`config.mk`:
```
export PLATFORM = sky130hd
export DESIGN_NAME = stream_packer
export DESIGN_NICKNAME = d
export VERILOG_FILES = /design/src/rtl/stream_packer.sv
export SDC_FILE = /design/constraint.sdc
export NUM_CORES = 1
export LEC_CHECK = 0
export BUFFER_PORTS_ARGS = -buffer_cell sky130_fd_sc_hd__buf_2
export CORE_MARGIN = 2
export CORE_UTILIZATION = 35
export CTS_CLUSTER_SIZE = 28
export DETAILED_ROUTE_END_ITERATION = 10
export PLACE_DENSITY_LB_ADDON = 0.1
export REMOVE_ABC_BUFFERS = 1
export SLEW_MARGIN = 20
export SYNTH_ARGS = -nofsm -noshare
export SYNTH_HDL_FRONTEND = slang
export SYNTH_SLANG_ARGS = --single-unit
```
`constraint.sdc`:
```
create_clock -name clk -period 2.03 [get_ports clk]
set_input_delay 0.1015 -clock clk [delete_from_list [all_inputs] [get_ports clk]]
set_output_delay 0.1015 -clock clk [all_outputs]
set_load 0.01 [all_outputs]
```
`src/rtl/stream_packer.sv`:
```
// rtl/stream_packer.sv - packs RATIO narrow stream beats into one wide word with keep mask
// Partial words are flushed on in_last; unused lanes read as zero.
module stream_packer #(
    parameter int IN_WIDTH = 8,
    parameter int RATIO    = 4
) (
    input  logic                      clk,
    input  logic                      reset,
    input  logic [IN_WIDTH-1:0]       in_data,
    input  logic                      in_last,
    input  logic                      in_valid,
    output logic                      in_ready,
    output logic [IN_WIDTH*RATIO-1:0] out_data,
    output logic [RATIO-1:0]          out_keep,
    output logic                      out_last,
    output logic                      out_valid,
    input  logic                      out_ready
);

    localparam int OUT_WIDTH = IN_WIDTH * RATIO;
    localparam int LANE_W    = $clog2(RATIO);
    localparam logic [LANE_W-1:0] LAST_LANE = LANE_W'(RATIO - 1);

    typedef enum logic {
        ST_FILL = 1'b0,
        ST_HOLD = 1'b1
    } state_t;

    state_t                state_q, state_d;
    logic [LANE_W-1:0]     lane_q,  lane_d;
    logic [OUT_WIDTH-1:0]  data_q,  data_d;
    logic [RATIO-1:0]      keep_q,  keep_d;
    logic                  last_q,  last_d;

    logic                  in_fire;
    logic                  out_fire;

    // Ready depends only on our own state and the consumer, never on in_valid.
    assign in_ready  = (state_q == ST_FILL) || out_ready;
    assign in_fire   = in_valid && in_ready;
    assign out_fire  = (state_q == ST_HOLD) && out_ready;

    assign out_valid = (state_q == ST_HOLD);
    assign out_data  = data_q;
    assign out_keep  = keep_q;
    assign out_last  = last_q;

    always_comb begin
        state_d = state_q;
        lane_d  = lane_q;
        data_d  = data_q;
        keep_d  = keep_q;
        last_d  = last_q;

        // Draining first clears the word so a beat landing in the same
        // edge starts a clean lane 0 with no stale lanes behind it.
        if (out_fire) begin
            state_d = ST_FILL;
            data_d  = '0;
            keep_d  = '0;
            last_d  = 1'b0;
        end

        if (in_fire) begin
            data_d[lane_q*IN_WIDTH +: IN_WIDTH] = in_data;
            keep_d[lane_q]                      = 1'b1;
            if ((lane_q == LAST_LANE) || in_last) begin
                state_d = ST_HOLD;
                last_d  = in_last;
                lane_d  = '0;
            end else begin
                lane_d  = lane_q + 1'b1;
            end
        end
    end

    always_ff @(posedge clk) begin
        if (reset) begin
            state_q <= ST_FILL;
            lane_q  <= '0;
            data_q  <= '0;
            keep_q  <= '0;
            last_q  <= 1'b0;
        end else begin
            state_q <= state_d;
            lane_q  <= lane_d;
            data_q  <= data_d;
            keep_q  <= keep_d;
            last_q  <= last_d;
        end
    end

endmodule

```
# Yosys cells after proc, flatten, opt, wreduce, memory -nomap -nowiden
# Index checks and enable logic that the tools add are counted.
[classes]
reduce_logical = 5
addsub = 2
mux = 14
bitwise = 2
n_eq_ne = 1
n_lt_le_gt_ge = 2
shift = 2
[ops]
columns = ["cell", "n"]
rows = [
  ["$mux W32", 2],
  ["$neg A5 Y34", 1],
  ["$shift A8 B34 Y32 const A", 1],
  ["$shiftx A8 B34 Y32", 1],
  ["$bwmux W32", 1],
  ["$mux W4", 2],
  ["$mux W1", 7],
  ["$or A4 B4 Y4", 1],
  ["$logic_and A1 B1 Y1", 3],
  ["$lt A2 B3 Y1 const B", 1],
  ["$add A2 B1 Y2 const B", 1],
  ["$demux W1 S2", 1],
  ["$eq A2 B2 Y1 const B", 1],
  ["$ge A2 B1 Y1 const B", 1],
  ["$logic_or A1 B1 Y1", 2],
  ["$mux W2", 1],
  ["$not A1 Y1", 1],
]
[word_totals]
input_bits = 13
ff_bits = 40
output_inout_bits = 39
wordCells = 33

# Longest topological paths before layout
[depth]
word_depth = 6
mapped_depth = 6
depth_no_buf = 5

# Least setup slack after synthesis
# No wires, ideal clock.
[synth_path]
path_kind = "register -> register"
start = "register lane_q[0]"
end = "register data_q[0], in the netlist out_data[0]"
required_ps = 1954
synth_period_minus_slack_ps = 1698
setup_time_ps = 76
path_buffers = 0
path_stages_with_launch = 6
slack_ps = 332
arrival_time_ps = 1622
path_cell_list = "dfxtp_1 > inv_1 > ha_1 > and4bb_1 > nand4_2 > o22ai_1"
[synth_between]
elab_chain_cells = 4
word_cells_on_any_way = 5
cone_classes = "add/sub: 1; shift: 2; mux: 2"
[synth_rtl]
columns = ["element", "line", "rtl"]
rows = [
  ["start, declared", "30", "logic [LANE_W-1:0] lane_q, lane_d;"],
  ["start signal, assigned", "86", "lane_q <= lane_d;"],
  ["$neg A5 Y34 (*)", "65", "data_d[lane_q*IN_WIDTH +: IN_WIDTH] = in_data;"],
  ["$shiftx A8 B34 Y32 or $shift A8 B34 Y32 (tied branches)", "65", ""],
  ["$bwmux W32 (*)", "65", ""],
  ["$mux W32 (*)", "64", "if (in_fire) begin"],
  ["end signal, assigned", "87", "data_q <= data_d;"],
  ["end, declared", "31", "logic [OUT_WIDTH-1:0] data_q, data_d;"],
]
# Mark *: on every way between the ends. The rest lies on a longest branch, timed or not.
# A chain may end at the register's enable or synchronous reset.

# Worst setup path after layout
[layout_path]
start = "register lane_q[1]"
end = "register data_q[23], in the netlist out_data[23]"
# The elaborated chain is that of the path after synthesis.

==> results.txt <==
status -> finished, final reports clean
mux share of post-synthesis cell area -> 0%
number of flops mapped to enable cells by yosys -> 0
largest net degree at the start of global routing -> 30
Via density -> 5.23
initial core utilization -> 36.3%
Pwr Total -> 1.69 mW
final design utilization -> 44.3%
synthesis-to-layout area growth -> 22.2%
Max Cap Viol -> 0
CTS tree -> built
startpoint types -> flip-flop
Routed Antenna Nets -> 0
Final Hold Fails -> 0
LEAKAGE -> 0.910 nW
CP required -> 2250 ps
Die H -> 76.5 um
Yosys warning total -> 0
area fraction in compound gates after synthesis -> 18.1%
kind of critical path -> reg -> reg
htree depth -> 2
Via Count -> 1612
Final Max Slew Viols -> 0
Setup violations, final -> 0
clock insertion delay at the later pin of the skew report -> 290 ps
Reg2Reg Depth -> 5
Hold Path End -> out_data[12]
most numerous cell in the Yosys netlist -> dfxtp_1
clk_skew -> 4.38 ps
worst reg-to-reg setup slack -> 260 ps
Cells after DPL -> 300
cell count after synthesis -> 192
I/O Buffers -> 51
GRT Total Usage -> 16.6%
r2r endpoint -> out_data[23]
hold buffer count at CTS -> 0
cell area after synthesis -> 1840 um2
asr flop ratio synth -> 0%
DRT Pass-1 Iters -> 4
largest family of logic cells by synthesized area -> simple AND/OR/NAND/NOR gates
Synth Flop Type -> dfxtp_1
Hold Startpoint -> in_data[4]
clock slew at reported path FFs -> 80 ps
grt ovf -> 0
Synth top area share -> 43.5%
dominant cells by area after synthesis -> dfxtp_1 44%, nand3b_1 9.4%, o22ai_1 7.5%
HPWL Detailed -> 3270 um
CP Capture Type -> flip-flop
minimum clock period -> 1770 ps
Adder-Cell Fraction of Synth Area -> 5.44%
Root Buffer Master -> clkbuf_8
Avg Synthesized Cell Area -> 9.59 um2
sequential area share after synthesis -> 43.5%
Finished Layout Cells -> 308
XOR/XNOR Fraction of Synth Area -> 0%
commonest cells in the netlist -> 40 x dfxtp_1, 23 x nand3b_1, 22 x o22ai_1, 13 x a21oi_1, 12 x nand4_1
initial antenna violation count -> 0
DR DRC count -> 0
Die ar. -> 5850 um2
Tcrit/Tclk final -> 87.2%
fin nets -> 258
Power Density -> 753 nW/um2
wire per inst -> 15.4 um
Worst-Margin Slew -> 443 ps
CTS Buf Count -> 5
VDD IR-drop max -> 403 uV
first-pass GRT wire length -> 7780 um
arrival time worst endpoint -> 2000 ps
Yosys cell types -> 32
slew margin rel. -> 70.5%
Hold Crit Depth -> 3
core area -> 5070 um2
DRT Wirelength -> 4740 um
post-CTS setup buffer count -> 0
share of layout cells above drive strength 1 -> 30.7%
FP Rows -> 26
clk sinks -> 40
hold slack -> 110 ps
#FFs+latches synth -> 40
Ports -> 52
CTS resizes -> 0
Setup TNS -> 0 ps
Synth Area in Simple Gates -> 27.3%
number of global-route vias before repair -> 1476
RePlAce Congestion -> 0.753
Max Clock Freq -> 565 MHz
RR Startpoint -> lane_q[1]
Synth area leader -> dfxtp_1
1st-iter DRT viols -> 99
worst-case clock buffer depth -> 2
RSZ-0062 raised after global routing -> no
worst min path class -> in -> reg
diode count -> 0
Die Wd -> 76.5 um
CP max FO -> 8
## cell usage in the layout (no fill, tap or decap), drive strengths merged, types with 2 or more instances in the layout
| cell | Yosys | layout |
|---|---|---|
| and2 | 2 | 2 |
| o21ai | 4 | 4 |
| nand3 | 2 | 2 |
| nor2 | 7 | 7 |
| clkbuf | 10 | 7 |
| nand2 | 3 | 3 |
| nand2b | 8 | 8 |
| nor4b | 2 | 2 |
| o22ai | 22 | 22 |
| buf | 7 | 55 |
| and4bb | 2 | 2 |
| ha | 8 | 8 |
| a32oi | 4 | 4 |
| nand3b | 23 | 23 |
| inv | 4 | 4 |
| nand4 | 14 | 14 |
| and3 | 3 | 3 |
| dfxtp | 40 | 40 |
| o211ai | 10 | 10 |
| a21oi | 13 | 13 |
## report_power, final
part	switching [mW]	internal (mW)
logic	0.102	0.0647
registers	0.00963	0.801
clock network	0.283	0.434
total	0.395	1.30
## worst max path at each step
| stage | endpoint | start | slack [ps] |
|---|---|---|---|
| 3_3_place_gp | out_data[23] | lane_q[1] | 310 |
| 5_1_grt | out_data[23] | lane_q[1] | 150 |
| 3_5_place_dp | out_data[4] | lane_q[1] | 280 |
| 6_report | out_data[23] | lane_q[1] | 260 |
| 4_1_cts | out_data[4] | lane_q[1] | 270 |
| 2_1_floorplan | out_data[0] | lane_q[0] | 330 |
## state kept, by name, summed over array words and instances, names as in the netlist
signal	cells
out_keep	4
out_data	32
out_valid	1
out_last	1
lane_q	2
## layer usage
metal	vias up	wire length (um)	GRT usage [%]
li1	815	-	-
met1	748	2340	23.1
met2	41	2110	24.8
met3	8	185	4.15
met4	0	106	6.18
met5	-	0	0
## cell families after synthesis
group | count (synthesis)
and+or+nand+nor | 70
AOI/OAI and AO/OA | 53
buffers and inverters | 21
DFF | 40
adders and majority gates | 8
## metrics by stage
step,setup WS [ps],area (um2)
5_1_grt,147,2250
4_1_cts,271,2250
3_5_place_dp,285,2120
3_3_place_gp,314,2120
6_report,260,2250
2_1_floorplan,331,1750
## critical path, stage by stage (launching register included)
cell,delay [ps]
dfxtp_1,420
inv_1,120
ha_1,400
nor4b_2,250
nand4_2,270
o22ai_1,230
## layout make-up
cell class	instances	area (um2)
inverter	4	15.0
tap	70	87.6
sequential	40	801
fill	529	2830
timing repair buffer	55	285
multi-input combinational	131	935
clock buffer	7	96.3
clock inverter	1	30.0
No activity file was read; power rests on OpenSTA's default activity.
